`config.mk`:
```
export PLATFORM = sky130hd
export DESIGN_NAME = b_frag_cfg_seq
export DESIGN_NICKNAME = d
export VERILOG_FILES = /design/src/rtl/b_frag_cfg_seq.sv
export SDC_FILE = /design/constraint.sdc
export NUM_CORES = 1
export LEC_CHECK = 0
export CORE_AREA = 2 2 91 93
export CTS_BUF_LIST = sky130_fd_sc_hd__clkbuf_4 sky130_fd_sc_hd__clkbuf_8
export DETAILED_ROUTE_END_ITERATION = 7
export DIE_AREA = 0 0 93 95
export GPL_TIMING_DRIVEN = 0
export PLACE_DENSITY = 0.91
export SLEW_MARGIN = 0
export SYNTH_ARGS = -nofsm -noshare
export SYNTH_HDL_FRONTEND = slang
export SYNTH_SLANG_ARGS = --single-unit
```
`constraint.sdc`:
```
create_clock -name QCK -period 2.52 [get_ports QCK]
set_input_delay 0.378 -clock QCK [delete_from_list [all_inputs] [get_ports QCK]]
set_output_delay 0.378 -clock QCK [all_outputs]
set_load 0.03 [all_outputs]
```
`src/rtl/b_frag_cfg_seq.sv`:
```
// b_frag_cfg_seq
// Holds a shadow copy of the B_FRAG inverter configuration (4 bits per slot)
// and, on COMMIT, shifts a snapshot of it onto the serial config chain MSB
// first, captures the chain tail into a readback register, then strobes SLD.
//
// Ports
//   QCK       clock, rising edge
//   QRT       synchronous active-high reset
//   CFG_VLD   slot write request          CFG_IDX  slot index
//   CFG_BITS  {XBS2,XBS1,XAS2,XAS1}       CFG_RDY  write accepted (IDLE only)
//   COMMIT    start shifting the shadow array onto the chain
//   SEN/SDO   chain shift enable / serial data out
//   SDI       chain tail return, sampled while SEN=1
//   SLD       one-cycle latch strobe      DONE     one-cycle completion pulse
//   BUSY      sequence in progress (through the SLD cycle)
//   RB_IDX    readback slot select        RB_BITS  readback slot contents
module b_frag_cfg_seq #(
    parameter int N_FRAG = 8
) (
    input  logic                      QCK,
    input  logic                      QRT,
    input  logic                      CFG_VLD,
    input  logic [$clog2(N_FRAG)-1:0] CFG_IDX,
    input  logic [3:0]                CFG_BITS,
    output logic                      CFG_RDY,
    input  logic                      COMMIT,
    output logic                      SEN,
    output logic                      SDO,
    input  logic                      SDI,
    output logic                      SLD,
    output logic                      DONE,
    output logic                      BUSY,
    input  logic [$clog2(N_FRAG)-1:0] RB_IDX,
    output logic [3:0]                RB_BITS
);

    localparam int IDX_W = $clog2(N_FRAG);
    localparam int W     = 4 * N_FRAG;
    localparam int CNT_W = $clog2(W);
    localparam logic [CNT_W-1:0] LAST = CNT_W'(W - 1);

    typedef enum logic [1:0] {
        IDLE,
        SHIFT,
        LATCH
    } state_t;

    state_t           state, state_nx;
    logic [CNT_W-1:0] cnt, cnt_nx;
    // Slot s bit b lives at flat index 4*s+b, so shift cycle k maps to
    // flat index W-1-k and the stream is simply the flat vector MSB first.
    logic [W-1:0]     shadow, shadow_nx;
    logic [W-1:0]     snap, snap_nx;
    logic [W-1:0]     rb, rb_nx;
    logic             rdy_nx, sen_nx, sdo_nx, sld_nx, done_nx, busy_nx;

    always_comb begin
        state_nx  = state;
        cnt_nx    = cnt;
        shadow_nx = shadow;
        snap_nx   = snap;
        rb_nx     = rb;
        rdy_nx    = 1'b0;
        sen_nx    = 1'b0;
        sdo_nx    = 1'b0;
        sld_nx    = 1'b0;
        done_nx   = 1'b0;
        busy_nx   = BUSY;
        case (state)
            IDLE: begin
                rdy_nx = 1'b1;
                // Out-of-range indices match no slot and are silently dropped.
                if (CFG_VLD && CFG_RDY) begin
                    for (int unsigned i = 0; i < N_FRAG; i++) begin
                        if (CFG_IDX == IDX_W'(i)) begin
                            shadow_nx[4*i +: 4] = CFG_BITS;
                        end
                    end
                end
                // Snapshot uses shadow_nx so a same-cycle write is streamed.
                // The first bit goes straight to SDO; snap keeps the rest
                // MSB-aligned.
                if (COMMIT) begin
                    state_nx = SHIFT;
                    cnt_nx   = '0;
                    sdo_nx   = shadow_nx[W-1];
                    snap_nx  = {shadow_nx[W-2:0], 1'b0};
                    sen_nx   = 1'b1;
                    busy_nx  = 1'b1;
                    rdy_nx   = 1'b0;
                end
            end
            SHIFT: begin
                rb_nx = {rb[W-2:0], SDI};
                if (cnt == LAST) begin
                    state_nx = LATCH;
                    cnt_nx   = '0;
                    sld_nx   = 1'b1;
                    done_nx  = 1'b1;
                end else begin
                    cnt_nx  = cnt + 1'b1;
                    sen_nx  = 1'b1;
                    sdo_nx  = snap[W-1];
                    snap_nx = {snap[W-2:0], 1'b0};
                end
            end
            LATCH: begin
                state_nx = IDLE;
                busy_nx  = 1'b0;
                rdy_nx   = 1'b1;
            end
            default: begin
                state_nx = IDLE;
                busy_nx  = 1'b0;
            end
        endcase
    end

    always_ff @(posedge QCK) begin
        if (QRT) begin
            state   <= IDLE;
            cnt     <= '0;
            shadow  <= '0;
            snap    <= '0;
            rb      <= '0;
            CFG_RDY <= 1'b0;
            SEN     <= 1'b0;
            SDO     <= 1'b0;
            SLD     <= 1'b0;
            DONE    <= 1'b0;
            BUSY    <= 1'b0;
        end else begin
            state   <= state_nx;
            cnt     <= cnt_nx;
            shadow  <= shadow_nx;
            snap    <= snap_nx;
            rb      <= rb_nx;
            CFG_RDY <= rdy_nx;
            SEN     <= sen_nx;
            SDO     <= sdo_nx;
            SLD     <= sld_nx;
            DONE    <= done_nx;
            BUSY    <= busy_nx;
        end
    end

    always_comb begin
        RB_BITS = '0;
        for (int unsigned i = 0; i < N_FRAG; i++) begin
            if (RB_IDX == IDX_W'(i)) begin
                RB_BITS = rb[4*i +: 4];
            end
        end
    end

endmodule

```
==> impl_results.md <==
* Drt first pass iters at 7
* Antenna viol nets, final at 0
* DR vias/cell at 5.89
* Cell Area, Placed at between 5000 and 6000 um2
* Most frequent cell after synthesis: dfxtp_1
* Post-synth top area share at 0.449
* Static leakage at 2.05 nW
* Worst hold start: BUSY
* CTS Buf Count at 9
* Port Buf Inserts at 18
* CTS tree: built
* Seq. cell area at approximately 2100 um2
* Yosys top cell by area: dfxtp_1
* Tmin final at 2.46 ns
* Worst-Margin Slew at 0.598 ns
* DRC at 0
* DPL Wire Length at 7.92 mm
* VDD IR max at 0.282 mV
* Commonest cells post-synth: dfxtp_1, nor2_1, nand2_1
* Synth cell types at 34
* WL/cell at 16.4 um
* Via count at 3837
* R2R depth at 6
* DR iter-0 viols at around 360
* Power Total at 3.07 mW
* Fin crit share at 0.976
* Fraction of layout cells with a size suffix above 1 at 0.0806
* Clk slew on worst S/H paths at 0.10 ns
* Post-route setup slack at 0.0602 ns
* DR WL met3 at 562 um
* Number of synthesized flops with an enable pin at 0
* Max layer used: met4
* Fmax at 407 MHz
* Vias in the first global route at 3754
* Die H at approximately 95 um
* Asr flop ratio synth at 0
* Largest cells by area after synthesis: dfxtp_1, mux2i_1, a32o_1, nor2_1, nand2_1
* Critical path origin: rb[13]
* Nets@finish at 558
* Synth warn at 0
* DP Worst Slack at 0.0515 ns
* Core Util, Final at 0.666
* Post-CTS setup buffer count at 0
* Setup-failing EPs final at 0
* Crit end category: primary output
* Net count after synthesis at 529
* Fill cells at roughly 620
* Core area at 7930 um2
* Slew Limit Fails at 0
* Met2 WL at 5.25 mm
* Flops & latches, synth at 107
* FF-to-FF End: cnt[2]
* Worst Setup Start Kind: register
* Hold Slack at approximately 0.46 ns
* Top fanout value on the critical path at 3
* Largest net degree at the start of global routing at 20
* Status: finished clean
* Final Hold Viols at 0
* HP Class: register to register
* Full die area at 8840 um2
* Top_reg_cell synth: dfxtp_1
* Std cell rows at 33
* Multi-input logic area at around 2400 um2
* Setup TNS at 0 ns
* Crit-path leading delay family: multiplexers
* Antenna cells at 0
* Initial antenna violation count at 0
* Hold Crit Depth at 2
* Crit-path slowest cell: clkdlybuf4s50_1
* Die width at 93 um
* Worst-Skew Late Latency at 0.38 ns
* H-tree depth at 3
* GRT overflow at 0
* Worst Hold Path EP: BUSY
* Unrepaired setup endpoints after global routing: false
* Finished Layout Cells at 651
* Arrival time at the worst endpoint at 2.08 ns
* Worst endpoint required time at 2.14 ns
* Synth-to-layout area growth at 10.6%
* MaxCap Viol Count at 0
* TritonCTS sink count at 107
* Num ports at 25
* Slew Limit Headroom at 0.600
* Final Cell Area at 5280 um2
* CP Cell Sequence: mux4_2 > mux2_2 > clkdlybuf4s50_1
* Met1 WL at 4.58 mm
* CP Buf/Inv Count at 1
* Final wirelength at 10.7 mm
* Gr usage total at 0.259
* Sequential area share after synthesis at 0.449
* Clk_skew at 0.00640 ns
* Cells after Synth at 512
* Max Buffers Root-to-Sink at 2
* Max stage delay on crit path at around 0.59 ns
* Power Dens Cells at 581 nW/um2
* Post-synthesis average cell area at 9.32 um2
* R2r setup slk at around 0.38 ns
* Routability cong. at 0.833
* Setup CP Type: register to primary output
* Mapped Area at roughly 4800 um2
* Global-route wire length before repair at ~18 mm
* Reg-to-reg startpoint: cnt[0]
* Clk root buf: clkbuf_8
* Starting density of the core at 0.602
* Placed Cells incl. Taps at 635
==> state kept, by name, summed over array words and instances, names as in the netlist <==
name / flops
CFG_RDY: 1
snap: 31
SEN: 1
BUSY: 1
SDO: 1
shadow: 32
DONE: 1
rb: 32
cnt: 5
state: 2
==> worst max path at each step <==
stage	cells past startpoint	to
2_1_floorplan	6	cnt[2]
3_3_place_gp	4	RB_BITS[3]
3_5_place_dp	4	RB_BITS[2]
4_1_cts	3	RB_BITS[2]
5_1_grt	3	RB_BITS[1]
6_report	3	RB_BITS[1]
==> report_power, final <==
part / internal [mW] / switching (mW) / leakage (nW) / total (mW)
combinational: 0.118 / 0.210 / 1.09 / 0.327
clock: 0.391 / 0.609 / 0.0943 / 1.00
sequential: 1.72 / 0.0172 / 0.866 / 1.74
total: 2.23 / 0.836 / 2.05 / 3.07
==> placed cells by master, fill, tap and decap left out, types with 9 or more instances in the layout <==
master	n
a32o_1	30
clkbuf_8	9
clkbuf_1	36
nor2_1	77
nand2_1	67
dfxtp_1	107
a21o_1	30
mux2i_1	64
clkdlybuf4s50_1	16
a21oi_1	36
==> layer usage <==
layer | track usage | vias to the layer above
li1 | - | 1869
met1 | 0.317 | 1816
met2 | 0.451 | 124
met3 | 0.0471 | 28
met4 | 0.110 | 0
met5 | 0 | -
==> cell families (layout without fill, tap and decap cells) <==
group / count (synthesis) / after routing / share of synthesized area
AO/OA/AOI/OAI: 106 / 106 / 0.162
adder cells (fa/ha/maj): 2 / 2 / 0.00524
AND/OR/NAND/NOR: 174 / 174 / 0.160
buffers and inverters: 47 / 81 / 0.0420
flip-flops: 107 / 107 / 0.449
multiplexers: 76 / 76 / 0.181
==> tightest hold or removal path, cell delays in order (launching register included) <==
cell and delay, ns:
dfxtp_1 0.32, nand2_1 0.05, nand2_1 0.05
==> cell type report <==
type                            instances  area share
Buffer                                 46      0.0377
Clock buffer                           10      0.0249
Sequential cell                       107       0.406
Clock inverter                          6      0.0107
Inverter                                1    0.000711
Multi-Input combinational cell        358       0.460
Timing Repair Buffer                   18      0.0351
Tap cell                              105      0.0249
==> timing repair <==
item                                    4_1_cts  5_1_grt
endpoints found under the setup margin        0        2
hold buffers                                  0        0
resized for setup                             0        3
(Power assumes the default switching activity.)
